===== src/rtl/timer_consumer_pkg.sv =====
// Types and defaults shared by the GALS timer producer/consumer pair.
package timer_consumer_pkg;

    localparam int DEFAULT_DATA_W = 16;

    typedef enum logic [1:0] {
        ST_IDLE    = 2'd0,
        ST_REQ     = 2'd1,
        ST_RELEASE = 2'd2,
        ST_CAPTURE = 2'd3
    } fsm_state_e;

endpackage


===== src/rtl/timer_consumer_sync_ff.sv =====
// N-stage flip-flop synchronizer for single-bit (or gray-safe) signals
// crossing into the clk domain.
module sync_ff #(
    parameter int STAGES = 2,
    parameter int WIDTH  = 1
) (
    input  logic             clk,
    input  logic             rst_n,
    input  logic [WIDTH-1:0] d_i,
    output logic [WIDTH-1:0] q_o
);

    logic [STAGES-1:0][WIDTH-1:0] stage_q;

    // NOTE: sequential state uses non-blocking assignments so every flop samples pre-edge values.
    always_ff @(posedge clk or negedge rst_n) begin
        if (!rst_n) begin
            stage_q <= '0;
        end else begin
            stage_q <= {stage_q[STAGES-2:0], d_i};
        end
    end

    assign q_o = stage_q[STAGES-1];

endmodule


===== src/rtl/timer_consumer.sv =====
// Consumer end of the GALS timer pair: four-phase t_en/t_valid handshake,
// stable capture of t_out, and a small FIFO towards a ready/valid sink.
module timer_consumer
    import timer_consumer_pkg::*;
#(
    parameter int DATA_W      = DEFAULT_DATA_W,
    parameter int DEPTH       = 4,
    parameter int SYNC_STAGES = 2,
    parameter int TIMEOUT     = 255
) (
    input  logic              clock_2,
    input  logic              reset,
    input  logic              t_valid,
    input  logic [DATA_W-1:0] t_out,
    output logic              t_en,
    output logic [DATA_W-1:0] data_out,
    output logic              data_valid,
    input  logic              data_ready,
    output logic              fifo_full,
    output logic [15:0]       rx_count,
    output logic              err_timeout
);

    localparam int AW     = $clog2(DEPTH);
    localparam int PW     = AW + 1;
    localparam int WAIT_W = $clog2(TIMEOUT + 1);

    fsm_state_e        state_q, state_d;
    logic              t_en_q, t_en_d;
    logic [WAIT_W-1:0] wait_q, wait_d, wait_inc;
    logic              err_q, err_d;
    logic [15:0]       rx_count_q, rx_count_d;
    logic [PW-1:0]     wr_ptr_q, rd_ptr_q;
    logic [DATA_W-1:0] fifo_mem [DEPTH];
    logic              v_sync;
    logic              push, pop, empty, full;

    sync_ff #(
        .STAGES (SYNC_STAGES),
        .WIDTH  (1)
    ) u_valid_sync (
        .clk   (clock_2),
        .rst_n (reset),
        .d_i   (t_valid),
        .q_o   (v_sync)
    );

    // Pointers carry one extra wrap bit so full and empty are distinguishable.
    assign empty = (wr_ptr_q == rd_ptr_q);
    assign full  = ((wr_ptr_q ^ rd_ptr_q) == {1'b1, {AW{1'b0}}});
    assign pop   = !empty && data_ready;

    assign wait_inc = wait_q + 1'b1;

    // NOTE: every always_comb output gets a default first, so no path leaves one unassigned (no latches).
    always_comb begin
        state_d = state_q;
        wait_d  = wait_q;
        err_d   = err_q;
        push    = 1'b0;
        case (state_q)
            ST_IDLE: begin
                if (!full) begin
                    state_d = ST_REQ;
                    wait_d  = '0;
                end
            end
            ST_REQ: begin
                wait_d = wait_inc;
                if (v_sync) begin
                    state_d = ST_RELEASE;
                end else if (wait_inc == WAIT_W'(TIMEOUT)) begin
                    state_d = ST_IDLE;
                    err_d   = 1'b1;
                end
            end
            ST_RELEASE: begin
                // v_sync low proves the producer has frozen t_out.
                if (!v_sync) begin
                    state_d = ST_CAPTURE;
                end
            end
            ST_CAPTURE: begin
                push    = 1'b1;
                state_d = ST_IDLE;
            end
            default: state_d = ST_IDLE;
        endcase
        t_en_d = (state_d == ST_REQ);
    end

    assign rx_count_d = rx_count_q + 16'(push);

    always_ff @(posedge clock_2 or negedge reset) begin
        if (!reset) begin
            state_q    <= ST_IDLE;
            t_en_q     <= 1'b0;
            wait_q     <= '0;
            err_q      <= 1'b0;
            rx_count_q <= '0;
            wr_ptr_q   <= '0;
            rd_ptr_q   <= '0;
        end else begin
            state_q    <= state_d;
            t_en_q     <= t_en_d;
            wait_q     <= wait_d;
            err_q      <= err_d;
            rx_count_q <= rx_count_d;
            if (push) wr_ptr_q <= wr_ptr_q + 1'b1;
            if (pop)  rd_ptr_q <= rd_ptr_q + 1'b1;
        end
    end

    // NOTE: the storage array has no reset; the empty flag masks stale contents, so resetting it buys nothing.
    always_ff @(posedge clock_2) begin
        if (push) begin
            fifo_mem[wr_ptr_q[AW-1:0]] <= t_out;
        end
    end

    assign t_en        = t_en_q;
    assign data_valid  = !empty;
    assign data_out    = empty ? '0 : fifo_mem[rd_ptr_q[AW-1:0]];
    assign fifo_full   = full;
    assign rx_count    = rx_count_q;
    assign err_timeout = err_q;

endmodule


===== config.mk =====
export PLATFORM = sky130hd
export DESIGN_NAME = timer_consumer
export DESIGN_NICKNAME = d
export VERILOG_FILES = /design/src/rtl/timer_consumer_pkg.sv /design/src/rtl/timer_consumer_sync_ff.sv /design/src/rtl/timer_consumer.sv
export SDC_FILE = /design/constraint.sdc
export NUM_CORES = 1
export LEC_CHECK = 0
export CAP_MARGIN = 0
export CORE_UTILIZATION = 55
export CTS_BUF_LIST = sky130_fd_sc_hd__clkbuf_4
export DETAILED_ROUTE_END_ITERATION = 7
export HOLD_SLACK_MARGIN = 0.02
export PLACE_DENSITY = 0.89
export SKIP_CTS_REPAIR_TIMING = 1
export SYNTH_ARGS = -nofsm -noshare
export SYNTH_HDL_FRONTEND = slang
export SYNTH_SLANG_ARGS = --single-unit

===== constraint.sdc =====
create_clock -name clock_2 -period 3.3 [get_ports clock_2]
set_input_delay 0.33 -clock clock_2 [delete_from_list [all_inputs] [get_ports clock_2]]
set_output_delay 0.33 -clock clock_2 [all_outputs]
set_load 0.01 [all_outputs]

==> flow_summary.yaml <==
status:
  outcome: "finished, final reports clean"
synthesis:
  ys_top_cells_by_area: "edfxtp_1, dfrtp_1, mux4_2"
  synth_sequential_area_ratio_pct: 66.45
  asyncSetResetFlopFracSynth_pct: 36.00
  synth_top_cell_area_share_pct: 45.24
  synth.avg_cell_area_sq_um: 15.79
  synth_area_leader_cell: "edfxtp_1"
  ys_dominant_reg_cell: "edfxtp_1"
  flop_and_latch_count_out_of_synthesis: 100
  yosys_warnings: 0
  post_synth_num_cell_types: 44
  mappedNetlistArea_sq_um: 4248
  post_synthesis_cell_count: 269
  synth_fp_nets: 298
  synth_edf_count: 64
placement:
  gp_routability_congestion: 0.8068
  postPlaceCellArea_sq_um: 4872
  numPortBuffers: 55
  hpwl_mm: 4.862
sta:
  final-max-slew-violation-count: 0
  finalWorstPathRequiredPeriod_ns: 3.012
  worst_hold_slack_ns: 0.2976
  fmaxAchievable_mhz: 332.0
  number_of_failing_hold_endpoints_at_the_final_stage: 0
  grt_setup_unrepaired: "no"
  tightestPinTransition_ns: 0.8575
  final_count_of_negative_setup_slack_endpoints: 0
  layout_worst_path_cycle_share_pct: 91.28
  maxSlewHeadroom_pct: 42.83
  clock_tree_skew_after_final_layout_ns: 0.02112
  final_tns_setup_ns: 0
cts:
  clock_tree.htree_level_count: 3
  cts.sinks: 100
  clk_root_buffer_cell: "clkbuf_4"
  cts_tree: "built"
  worst_setup_hold_path_clk_slew_ns: 0.15
  worst_skew_pair.late_latency_ns: 0.42
  cts-root-to-sink-buffers: 2
  cts-buffers-inserted: 9
detailed_routing:
  drt_first_pass_iters: 4
  routed-via-count: 2414
  drt.antenna.violating_nets: 0
  remaining_drc_errors: 0
  route.detailed.vias_per_inst: 5.588
  routedWlPerCell_um: 16.51
  drt-total-wl_mm: 7.133
  drt_iter0_drc: 122
pwr:
  power.switching_fraction_pct: 31.84
  vdd.ir_drop.worst_mv: 0.3289
  power_leakage_nw: 1.908
  power-per-cell-area_nw_per_um2: 800.1
  sequentialPowerShare_pct: 44.5
  p_int_w: 0.002749
  switchingPower_w: 0.001284
  total_power_w: 0.004033
  pwr-share-comb_pct: 37.8
  clock_power_share_pct: 17.6
run:
  max_cap_violations: 0
global_routing:
  gr-usage-all-layers_pct: 18.96
  antenna_found_initial: 0
  first_global_vias: 2416
  grt_start_max_net_pins: 37
  global_route_congestion_overflow_total: 0
  grt_pass1_wl_mm: 11.84
die:
  initial_core_util_pct: 57.64
  die_footprint_sq_um: 8078
  core.rowCount: 31
  pin_count: 56
  design.core.area_sq_um: 7370
  fp.dieH_um: 89.88
  die_width_um: 89.88
finish:
  mostFrequentLayoutCells: "edfxtp_1, clkdlybuf4s50_1, dfrtp_1"
  seqCellArea_sq_um: 2823
  insertedDiodeCount: 0
  multi_input_gate_area_sq_um: 1326
  mostFrequentLayoutCell: "edfxtp_1"
  share_of_cells_above_drive_strength_1_pct: 10.51
  fill_cells: 489
  area_growth_pct: 18.67
  design.final.nets: 357
  utilization_pct: 68.40
  final_design_area_no_fill_sq_um: 5041
worst_setup_path:
  critical_path.max_stage_delay_ns: 0.78
  reg2reg_from: "rd_ptr_q[1]$_DFFE_PN0P_"
  cp.buffers_inverters: 2
  worstSetupPathType: "reg2out"
  path_delay_family: "buffers and inverters"
  crit_required_ns: 2.97
  crit_chain: "buf_4 > mux4_2 > and2_1 > clkdlybuf4s50_1"
  crit_fanout: 11
  timing.reg2reg.setup_slack_ns: 1.22
  timing.critical_path.slowest_stage_cell: "dfrtp_1"
  crit_path_start: "rd_ptr_q[0]$_DFFE_PN0P_"
  setup.worst_path.start_class: "flop"
  critical_path.endpoint_type: "output pin"
  critical_path_arrival_ns: 2.68
worst_hold_path:
  holdCritPathClass: "in2async"
[metal layers]
metal	GRT usage (%)	share of wire, %
met3	3.892	4.4
met4	7.930	2.2
met2	30.77	48
met5	0	0
met1	25.30	45
[registers in the layout, indices dropped and copies added, names as in the netlist]
| name | flops |
|---|---|
| wr_ptr_q | 3 |
| state_q | 2 |
| u_valid_sync.stage_q | 1 |
| fifo_mem | 64 |
| u_valid_sync.q_o | 1 |
| t_en | 1 |
| rx_count | 16 |
| wait_q | 8 |
| rd_ptr_q | 3 |
| err_timeout | 1 |
[logic make-up after synthesis]
logic type,Yosys count,share of synthesized area (%)
flops,100,66.45
simple gates,74,9.838
compound gates,28,4.213
xor+xnor,22,4.890
buf+inv,18,2.327
mux,18,9.632
fa+ha+maj,9,2.651
[power groups by stage]
| stage | sequential [W] | combinational [W] | clock [W] |
|---|---|---|---|
| after floorplan | 0.00171 | 0.000993 | 0 |
| after global placement | 0.00180 | 0.00149 | 0 |
| after detailed placement | 0.00182 | 0.00154 | 0 |
| after CTS | 0.00180 | 0.00154 | 0.000727 |
| after global routing | 0.00183 | 0.00167 | 0.000777 |
| final | 0.00180 | 0.00153 | 0.000712 |
[layout make-up]
cell class                 count  area share, %
sequential                   100          55.99
clock inverter                 6          1.862
tap                           99          2.457
multi-input combinational    151          26.31
clock buffer                  10          1.489
timing repair buffer          57          11.22
inverter                       9         0.6701
[stage by stage]
stage | instances | setup slack [ns]
3_3_place_gp | 416 | 0.8268
3_5_place_dp | 416 | 0.7352
2_1_floorplan | 269 | 1.492
4_1_cts | 432 | 0.2451
5_1_grt | 432 | 0.1518
6_report | 432 | 0.2878
[final timing paths]
| check | to | depth (start not counted) |
|---|---|---|
| max reg2reg | rd_ptr_q[1]$_DFFE_PN0P_ | 4 |
| min | t_en$_DFF_PN0_ | 2 |
| min in group clock_2 | u_valid_sync.stage_q[0]$_DFF_PN0_ | 1 |
| min reg2reg | u_valid_sync.q_o$_DFF_PN0_ | 0 |
| max in group asynchronous | rd_ptr_q[2]$_DFFE_PN0P_ | 2 |
| max | data_out[11] | 4 |
[synthesized netlist by cell type (2+ instances only)]
master and number:
edfxtp_1 64, dfrtp_1 36, and2_1 17, nand2_1 14, o21ai_0 14, nand3_1 12
xnor2_1 12, ha_1 9, inv_1 9, mux4_2 9, xor2_1 8, and3_1 7
mux4_1 7, nor2_1 7, nand4_1 4, and4_1 3, buf_2 3, clkbuf_1 3
a21oi_1 2, mux2_2 2, nor2b_1 2, o41ai_1 2, xnor2_2 2
(Power assumes the default switching activity.)
